## src/rtl/ccff_bitstream_loader.sv

```systemverilog
// Bitstream word loader for the eFPGA configuration chain: serializes words LSB-first onto ccff_head.
// Define CCFF_READBACK_VERIFY_EN to build the CRC-checked recirculating readback pass.
module ccff_bitstream_loader #(
  parameter int CHAIN_LEN = 80,
  parameter int WORD_W    = 8,
  parameter int CNT_W     = $clog2(CHAIN_LEN + 1)
) (
  input  logic              prog_clk,
  input  logic              prog_reset,
  input  logic              start,
  input  logic [WORD_W-1:0] word_data,
  input  logic              word_valid,
  output logic              word_ready,
  output logic              ccff_head,
  output logic              ccff_shift_en,
  input  logic              ccff_tail,
  output logic              busy,
  output logic              done,
  output logic              verify_ok
);

  localparam int BW = $clog2(WORD_W + 1);

  typedef enum logic [1:0] {S_IDLE, S_LOAD, S_VERIFY, S_DONE} state_t;

  state_t            r_state;
  logic [CNT_W-1:0]  r_sent;
  logic [BW-1:0]     r_cnt;
  logic [WORD_W-1:0] r_buf;
  logic              r_head;
  logic              r_shift_en;
  logic              r_done;

  logic [CNT_W-1:0]  w_remain;
  logic [BW-1:0]     w_take;
  logic              w_last_bit;

  assign word_ready    = (r_state == S_LOAD) && (r_cnt == '0) && (r_sent < CNT_W'(CHAIN_LEN));
  assign ccff_head     = r_head;
  assign ccff_shift_en = r_shift_en;
  assign busy          = (r_state == S_LOAD) || (r_state == S_VERIFY);
  assign done          = r_done;

  // The final word may be partial; only the bits that still fit in the chain are shifted.
  assign w_remain   = CNT_W'(CHAIN_LEN) - r_sent;
  assign w_take     = (32'(w_remain) < WORD_W) ? BW'(w_remain) : BW'(WORD_W);
  assign w_last_bit = (r_sent == CNT_W'(CHAIN_LEN - 1));

`ifdef CCFF_READBACK_VERIFY_EN
  logic [15:0]      r_crc_tx;
  logic [15:0]      r_crc_rx;
  logic [CNT_W-1:0] r_vcnt;
  logic             r_verify_ok;
  logic [15:0]      w_crc_rx_next;

  function automatic logic [15:0] crc_step(input logic [15:0] c, input logic b);
    logic fb;
    fb = c[15] ^ b;
    return {c[14:0], 1'b0} ^ (fb ? 16'h1021 : 16'h0000);
  endfunction

  assign w_crc_rx_next = crc_step(r_crc_rx, ccff_tail);
  assign verify_ok     = r_verify_ok;
`else
  logic w_unused_tail;
  assign w_unused_tail = ccff_tail;
  assign verify_ok     = 1'b0;
`endif

  always_ff @(posedge prog_clk or posedge prog_reset) begin
    if (prog_reset) begin
      r_state    <= S_IDLE;
      r_sent     <= '0;
      r_cnt      <= '0;
      r_buf      <= '0;
      r_head     <= 1'b0;
      r_shift_en <= 1'b0;
      r_done     <= 1'b0;
`ifdef CCFF_READBACK_VERIFY_EN
      r_crc_tx    <= 16'hFFFF;
      r_crc_rx    <= 16'hFFFF;
      r_vcnt      <= '0;
      r_verify_ok <= 1'b0;
`endif
    end else begin
      case (r_state)
        S_IDLE, S_DONE: begin
          r_shift_en <= 1'b0;
          if (start) begin
            r_state <= S_LOAD;
            r_sent  <= '0;
            r_cnt   <= '0;
            r_head  <= 1'b0;
            r_done  <= 1'b0;
`ifdef CCFF_READBACK_VERIFY_EN
            r_crc_tx    <= 16'hFFFF;
            r_crc_rx    <= 16'hFFFF;
            r_verify_ok <= 1'b0;
`endif
          end
        end
        S_LOAD: begin
          if (r_cnt != '0) begin
            r_head     <= r_buf[0];
            r_shift_en <= 1'b1;
            r_buf      <= r_buf >> 1;
            r_cnt      <= r_cnt - BW'(1);
            r_sent     <= r_sent + CNT_W'(1);
`ifdef CCFF_READBACK_VERIFY_EN
            r_crc_tx <= crc_step(r_crc_tx, r_buf[0]);
            if (w_last_bit) begin
              r_state <= S_VERIFY;
              r_vcnt  <= '0;
            end
`else
            if (w_last_bit) begin
              r_state <= S_DONE;
              r_done  <= 1'b1;
            end
`endif
          end else begin
            r_shift_en <= 1'b0;
            if (word_ready && word_valid) begin
              r_buf <= word_data;
              r_cnt <= w_take;
            end
          end
        end
`ifdef CCFF_READBACK_VERIFY_EN
        S_VERIFY: begin
          // Feeding the tail back into the head rotates the chain once over CHAIN_LEN shifts.
          r_head     <= ccff_tail;
          r_shift_en <= 1'b1;
          r_crc_rx   <= w_crc_rx_next;
          r_vcnt     <= r_vcnt + CNT_W'(1);
          if (r_vcnt == CNT_W'(CHAIN_LEN - 1)) begin
            r_state     <= S_DONE;
            r_done      <= 1'b1;
            r_verify_ok <= (w_crc_rx_next == r_crc_tx);
          end
        end
`endif
        default: begin
          r_state    <= S_IDLE;
          r_shift_en <= 1'b0;
        end
      endcase
    end
  end

endmodule

```

## config.mk

```make
export PLATFORM = sky130hd
export DESIGN_NAME = ccff_bitstream_loader
export DESIGN_NICKNAME = d
export VERILOG_FILES = /design/src/rtl/ccff_bitstream_loader.sv
export SDC_FILE = /design/constraint.sdc
export NUM_CORES = 1
export LEC_CHECK = 0
export BUFFER_PORTS_ARGS = -buffer_cell sky130_fd_sc_hd__buf_2
export CAP_MARGIN = 0
export CORE_ASPECT_RATIO = 1.1
export CORE_MARGIN = 2
export CORE_UTILIZATION = 40
export DETAILED_ROUTE_END_ITERATION = 10
export PLACE_DENSITY = 0.57
export SYNTH_ARGS = -nofsm -noshare
export SYNTH_HDL_FRONTEND = slang
export SYNTH_SLANG_ARGS = --single-unit
export TNS_END_PERCENT = 1
```

## constraint.sdc

```tcl
create_clock -name prog_clk -period 2.1 [get_ports prog_clk]
set_input_delay 0.21 -clock prog_clk [delete_from_list [all_inputs] [get_ports prog_clk]]
set_output_delay 0.21 -clock prog_clk [all_outputs]
set_load 0.005 [all_outputs]
```

==> summary.txt, run 1 <==
GRT
  • Largest net degree at the start of global routing: 25
  • Initial antenna violation count: 0
  • First-pass GRT wire length: between 6000 and 7000 µm
  • Aggregate global routing overflow: 0
  • Number of global-route vias before repair: around 1,300
  • GRT Resource Usage Total: approximately a fifth

Detailed routing
  • First-pass iteration count of the detailed router: 4
  • Vias: roughly 1,300
  • DRT iter0 DRCs: slightly below 70
  • Drt drc: 0
  • WL/cell: 14.1 µm
  • Antenna Nets Post-Route: 0
  • DR vias/cell: about 5.2
  • Post-Route WL: between 3000 and 4000 µm

Yosys
  • Async set or reset register ratio after synthesis: 100%
  • Sequential area share after synthesis: 39.4%
  • Syn Nets: around 200
  • Mapped Area: between 1500 and 2000 µm²
  • Synth Flop Type: dfrtp_1
  • Mapped Avg Cell Area: between 8 and 9 µm²
  • Post-synth EDFFs: 0
  • Total of warnings raised by yosys: 0
  • Distinct cells, synth: 44
  • Post-Syn Instances: between 150 and 200
  • Synthesized flop and latch total: 24

Setup path
  • Worst r2r path cells: 6
  • Flop-to-flop setup slack: around 95 ps
  • Critical Path RT: between 2000 and 2500 ps
  • CP endpoint kind: flop
  • Crit Path Category: flop to flop
  • CP max FO: 4
  • Crit-path cells: inv_1 > ha_1 > nor2b_1 > or3_4 > or4b_1 > a21oi_1
  • CP max stage cell: or4b_1
  • CP arrival: about 2200 ps
  • Critical path launch point type: flop
  • R2r endpoint: r_cnt[2]
  • Worst path max stage delay: 460 ps
  • Worst r2r src: r_state[0]

Layout
  • FILL cells: between 300 and 400
  • Share of cells above drive strength 1: about a quarter
  • Most frequent cells in the layout: 24 x nand2_1, 23 x nor2_1, 22 x dfrtp_1
  • Final Non-Filler Cells: roughly 250
  • N_diodes: 0
  • Commonest non-fill, non-tap cell in the layout: nand2_1
  • Nets: between 200 and 250
  • Synthesis-to-finish area growth: 16.8%

Power and ir drop
  • Sequential power share: around 28%
  • Worst vdd ir: approximately 0.68 mV
  • Comb power frac: roughly three fifths
  • Sw power: approximately 1.2 mW
  • P_leak: 0.802 nW
  • P per Cell Area: between 1500 and 2000 nW/µm²
  • P_int: approximately 1.5 mW
  • Clock power frac: between 10% and 20%
  • Sw frac: a little over two fifths

STA
  • Final Hold Fails: 0
  • Fmax: between 400 and 500 MHz
  • Clk_skew: 3.84 ps
  • Fin crit period: about 2000 ps
  • Setup_tns: 0 ps
  • Final slew viol count: 0
  • RSZ-0062 raised after global routing: yes
  • Final worst-path cycle share: a little over nine tenths
  • # setup viols final: 0

Clock network
  • H-tree levels: 1
  • Max Buffers Root-to-Sink: 2
  • CTS Buf Count: 3
  • Worst-skew pair later-pin latency: 270 ps
  • Sinks on the clock net: 24
  • Root Buffer: clkbuf_8
  • Worst-path clk slew: 90 ps
  • CTS tree: yes

Placement
  • Dpl hpwl: around 2700 µm
  • PortBufs: 16
  • Inst Count DP: around 250
  • GPL Wtd Cong: approximately 0.82

Min path
  • Hold path depth: 3
  • Hold Path Class: input pin to flop
  • Hold_sp: word_data[3]
  • Hold endpoint: r_buf[3]

Floorplan
  • Die H: 68.7 µm
  • Starting Density: between 40% and 50%
  • Die area: approximately 4300 µm²
  • Row cnt: 23
  • I/O Pins: 19
  • Die extent in x: approximately 63 µm
  • Core Area: between 3000 and 4000 µm²

Outcome
  • Run status: finished clean

Flow run
  • Max-Cap Viols: 0
==> worst max-delay path, delay by kind of cell, from the launching register on <==
| family | cells | cell delay, ps |
|---|---|---|
| AND/OR/NAND/NOR | 3 | 1000 |
| adder cells (fa/ha/maj) | 1 | 320 |
| buffers and inverters | 1 | 60 |
| flip-flops | 1 | 400 |
| AO/OA/AOI/OAI | 1 | 140 |
==> metrics by stage <==
stage | instance area (µm²) | worst slack [ps] | hold WS (ps) | power (mW) | util (%)
final | 1780 | 95.1 | 181 | 2.67 | 48.6
after global routing | 1780 | -46.9 | 199 | 2.93 | 48.6
after CTS | 1760 | 54.2 | 180 | 2.67 | 48.2
after detailed placement | 1710 | 69.8 | 280 | 2.37 | 46.7
after global placement | 1710 | 98.9 | 270 | 2.32 | 46.7
after floorplan | 1520 | 148 | 225 | 1.79 | -
==> synth_stat cells (4+ instances only) <==
| cell | instances | share of area [%] |
|---|---|---|
| dfrtp_1 | 24 | 39 |
| nand2_1 | 24 | 5.9 |
| nor2_1 | 23 | 5.7 |
| inv_1 | 12 | 3.0 |
| o21ai_0 | 10 | 3.3 |
| a31oi_1 | 8 | 3.3 |
| nand3_1 | 7 | 2.3 |
| ha_1 | 6 | 4.9 |
| a21oi_1 | 5 | 1.6 |
| clkbuf_1 | 5 | 1.2 |
| nand2b_1 | 4 | 1.6 |
| nor3_1 | 4 | 1.3 |
==> layer usage <==
metal / routed length (µm) / track usage [%] / share of wire, % / vias to the layer above
met5: 0 / 0 / 0 / -
met4: 41 / 6.11 / 1.2 / 0
met3: 93 / 3.41 / 2.6 / 4
met2: 1780 / 34.9 / 50 / 16
met1: 1630 / 22.4 / 46 / 624
li1: - / - / - / 665
==> kinds of logic (layout without fill, tap and decap cells) <==
| family | Yosys count | after routing | share of synthesized area [%] |
|---|---|---|---|
| simple gates | 75 | 75 | 24.4 |
| compound gates | 40 | 40 | 17.9 |
| flops | 24 | 24 | 39.4 |
| buf+inv | 23 | 48 | 8.05 |
| fa+ha+maj | 6 | 6 | 4.93 |
| xor+xnor | 4 | 4 | 2.30 |
| mux | 4 | 4 | 2.71 |
| other cells | 1 | 1 | 0.246 |
==> registers in the layout, summed over array words and instances (netlist names) <==
name,count
ccff_head,1
ccff_shift_en,1
done,1
r_buf,8
r_cnt,4
r_sent,7
r_state,2
==> how the worst max path moves through the flow <==
| stage | startpoint | to | slack (ps) | cells after the start |
|---|---|---|---|---|
| 2_1_floorplan | r_sent[0] | r_cnt[3] | 150 | 7 |
| 3_3_place_gp | r_sent[0] | r_cnt[3] | 100 | 7 |
| 3_5_place_dp | r_state[0] | r_cnt[2] | 70 | 6 |
| 4_1_cts | r_sent[0] | r_cnt[3] | 50 | 7 |
| 5_1_grt | r_sent[3] | r_cnt[2] | -50 | 5 |
| 6_report | r_state[0] | r_cnt[2] | 100 | 6 |
==> power groups by stage <==
stage | sequential, mW | combinational [mW] | clock [mW]
6_report | 0.757 | 1.64 | 0.279
5_1_grt | 0.780 | 1.84 | 0.308
4_1_cts | 0.756 | 1.63 | 0.285
3_5_place_dp | 0.763 | 1.61 | 0
3_3_place_gp | 0.756 | 1.57 | 0
2_1_floorplan | 0.737 | 1.05 | 0
==> layout make-up <==
type	instances	area [µm²]	area share, %
inverter	12	45.0	2.53
clock buffer	3	41.3	2.32
timing repair buffer	33	210	11.8
multi-input combinational	130	816	45.9
sequential	24	603	33.9
tap	50	62.6	3.52
==> repair_timing <==
action,CTS,global route
gates resized for setup,1,6
setup endpoints to repair,1,8
gates cloned,0,0
buffers inserted,0,0
hold buffers,1,0
endpoints found under the hold margin,24,0
pin swaps,0,0
No activity file was read; power rests on OpenSTA's default activity.
==> run 2, diff against run 1 <==
--- a/config.mk
+++ b/config.mk
@@ -7,11 +7,13 @@
 export LEC_CHECK = 0
 export BUFFER_PORTS_ARGS = -buffer_cell sky130_fd_sc_hd__buf_2
 export CAP_MARGIN = 0
+export CELL_PAD_IN_SITES_DETAIL_PLACEMENT = 1
+export CELL_PAD_IN_SITES_GLOBAL_PLACEMENT = 2
 export CORE_ASPECT_RATIO = 1.1
 export CORE_MARGIN = 2
-export CORE_UTILIZATION = 40
+export CORE_UTILIZATION = 31
 export DETAILED_ROUTE_END_ITERATION = 10
-export PLACE_DENSITY = 0.57
+export PLACE_DENSITY = 0.7
 export SYNTH_ARGS = -nofsm -noshare
 export SYNTH_HDL_FRONTEND = slang
 export SYNTH_SLANG_ARGS = --single-unit
==> run 2 against run 1 <==
Compared with the run above:
- sequential share of layout area shrank 1.4 points
- maximum frequency shrank 0.72%
- critical endpoint unchanged
- highest routed layer unchanged
- via count grew 6.2%
- largest cell class unchanged
- cell area grew 4.4%
==> summary.txt, run 2 (same netlist as run 1, synthesis figures left out) <==
STA
  • Final worst-path cycle share: 96.2% (was 95.5%)
  • Fin crit period: 2020 ps (was 2000 ps)
  • RSZ-0062 raised after global routing: yes (unchanged)
  • Worst hold slack: 190 ps (was 181 ps)
  • Clk_skew: 0.987 ps (was 3.84 ps)
  • Worst slew pin tran: between 500 and 600 ps
  • Final worst setup slack: 80.5 ps (was 95.1 ps)
  • # setup viols final: 0 (unchanged)
  • Final Hold Fails: 0 (unchanged)
  • Slew headroom: about two thirds
  • Final slew viol count: 0 (unchanged)
  • Fmax: 495 MHz (was 499 MHz)

GRT
  • GR Util met2: 31.3% (was 34.9%)
  • First-pass GRT wire length: 7320 µm (was 6240 µm)
  • Initial antenna violation count: 0 (unchanged)
  • Met3 Use GR: 2.08% (was 3.41%)
  • Number of global-route vias before repair: 1,567 (was 1,343)
  • GRT Resource Usage Total: 16.6% (was 18.8%)
  • Busiest grt layer: met2 (unchanged)
  • GRT met1 Usage: 19.4% (was 22.4%)
  • Aggregate global routing overflow: 0 (unchanged)
  • Largest net degree at the start of global routing: 25 (unchanged)

Setup path
  • Critical Path RT: 2290 ps (was 2300 ps)
  • Origin of the worst setup path: r_sent[3] (was r_state[0])
  • Crit-path cells: nor4_4 > a21oi_2 > o21a_1 > or4b_1 > a21oi_1 (was inv_1 > ha_1 > nor2b_1 > or3_4 > or4b_1 > a21oi_1)
  • CP max FO: 8 (was 4)
  • Worst r2r src: r_sent[3] (was r_state[0])
  • CP endpoint kind: flop (unchanged)
  • Crit Path Category: flop to flop (unchanged)
  • Worst path max stage delay: 520 ps (was 460 ps)
  • Critical path launch point type: flop (unchanged)
  • CP max stage cell: dfrtp_1 (was or4b_1)
  • CP arrival: 2210 ps (about the same)

Detailed routing
  • Drt drc: 0 (unchanged)
  • Antenna Nets Post-Route: 0 (unchanged)
  • DRT iter0 DRCs: 42 (was 68)
  • Vias: 1,390 (was 1,309)
  • WL/cell: 16.0 µm (was 14.1 µm)
  • DR vias/cell: 5.25 (was 5.19)
  • Post-Route WL: 4240 µm (was 3550 µm)
  • First-pass iteration count of the detailed router: 4 (unchanged)

Clock network
  • Worst-path clk slew: 90 ps (about the same)
  • CTS tree: yes (unchanged)
  • Worst-skew pair later-pin latency: 260 ps (was 270 ps)
  • Sinks on the clock net: 24 (unchanged)
  • Max Buffers Root-to-Sink: 2 (unchanged)
  • CTS Buf Count: 3 (unchanged)
  • H-tree levels: 1 (unchanged)
  • Root Buffer: clkbuf_8 (unchanged)

Layout
  • Synthesis-to-finish area growth: 21.9% (was 16.8%)
  • Share of cells above drive strength 1: 26.8% (was 23.3%)
  • Final Non-Filler Cells: 265 (was 252)
  • Nets: 230 (was 223)
  • Most frequent cells in the layout: 24 x nand2_1, 23 x nor2_1, 23 x buf_4 (was 24 x nand2_1, 23 x nor2_1, 22 x dfrtp_1)
  • Top reg by flops: r_buf (unchanged)
  • Max reg flops: 8 (unchanged)
  • Commonest non-fill, non-tap cell in the layout: nand2_1 (unchanged)
  • Cell area after layout: 1860 µm² (was 1780 µm²)
  • Biggest regs: r_buf: 8 flops, r_sent: 7 flops, r_cnt: 4 flops (unchanged)
  • N_diodes: 0 (unchanged)

Flow run
  • Max-Cap Viols: 0 (unchanged)

Floorplan
  • Row cnt: 26 (was 23)
  • I/O Pins: 19 (unchanged)
  • Die area: 5490 µm² (was 4320 µm²)
  • Die extent in x: 70.8 µm (was 62.8 µm)
  • Starting Density: 32.5% (was 41.7%)
  • Core Area: 4680 µm² (was 3650 µm²)
  • Die H: 77.5 µm (was 68.7 µm)

Power and ir drop
  • Final Power: 2.81 mW (was 2.67 mW)
  • P_leak: 0.837 nW (was 0.802 nW)
  • Worst vdd ir: 0.548 mV (was 0.680 mV)
  • P per Cell Area: 1510 nW/µm² (was 1500 nW/µm²)

Placement
  • DP Area: 1750 µm² (was 1710 µm²)
  • Dpl hpwl: 3270 µm (was 2710 µm)
  • GPL Wtd Cong: 0.812 (was 0.823)
  • Inst Count DP: 259 (was 248)
  • PortBufs: 16 (unchanged)
  • Pre-CTS setup slack: 62.8 ps (was 69.8 ps)

Min path
  • Hold Path Class: input pin to flop (unchanged)
  • Hold_sp: word_data[4] (was word_data[3])

Outcome
  • Run status: finished clean (unchanged)
-- run 2: changes by cell type in the layout (fill, tap and decap cells not counted), sizes merged --
cell / delta
buf: +7
-- run 2: worst paths after layout --
path / end / slack [ps] / depth (start not counted)
setup / recovery: r_cnt[2] / 80 / 5
hold / removal: r_buf[4] / 190 / 3
setup reg to reg: r_cnt[2] / 80 / 5
hold reg to reg: r_buf[3] / 550 / 2
max in group asynchronous: r_sent[0] / 1310 / 4
min in group asynchronous: r_buf[0] / 530 / 4
-- run 2: power breakdown --
part	internal (mW)	total [mW]	switching, mW
clock network	0.128	0.277	0.149
logic	0.810	1.78	0.972
registers	0.633	0.753	0.120
-- run 2: through the flow --
stage               utilization, %  TNS (ps)
finish                        39.6         0
global route                  39.6     -99.3
CTS                           38.6         0
detailed placement            37.4         0
global placement              37.4         0
floorplan                        -         0
-- run 2: cell type report --
cell class,count,area (µm²)
Clock buffer,3,41.3
Timing Repair Buffer,40,263
Sequential cell,24,603
Fill cell,591,2830
Tap cell,56,70.1
Inverter,12,45.0
Multi-Input combinational cell,130,835
-- run 2: worst max-delay path, delay by kind of cell, from the launching register on --
kind,cells,cell delay (ps)
and+or+nand+nor,2,900
DFF,1,520
AOI/OAI and AO/OA,3,530
-- run 2: repair_timing --
action / CTS / global route
setup buffers: 0 / 2
endpoints found under the hold margin: 24 / 0
pin swaps: 0 / 1
hold buffers: 1 / 0
gates resized for setup: 1 / 8
endpoints found under the setup margin: 1 / 12
-- run 2: per-layer routing --
metal,part of all wire (%),up-vias
li1,-,677
met1,44,694
met2,53,15
met3,1.7,4
met4,1.2,0
met5,0,-
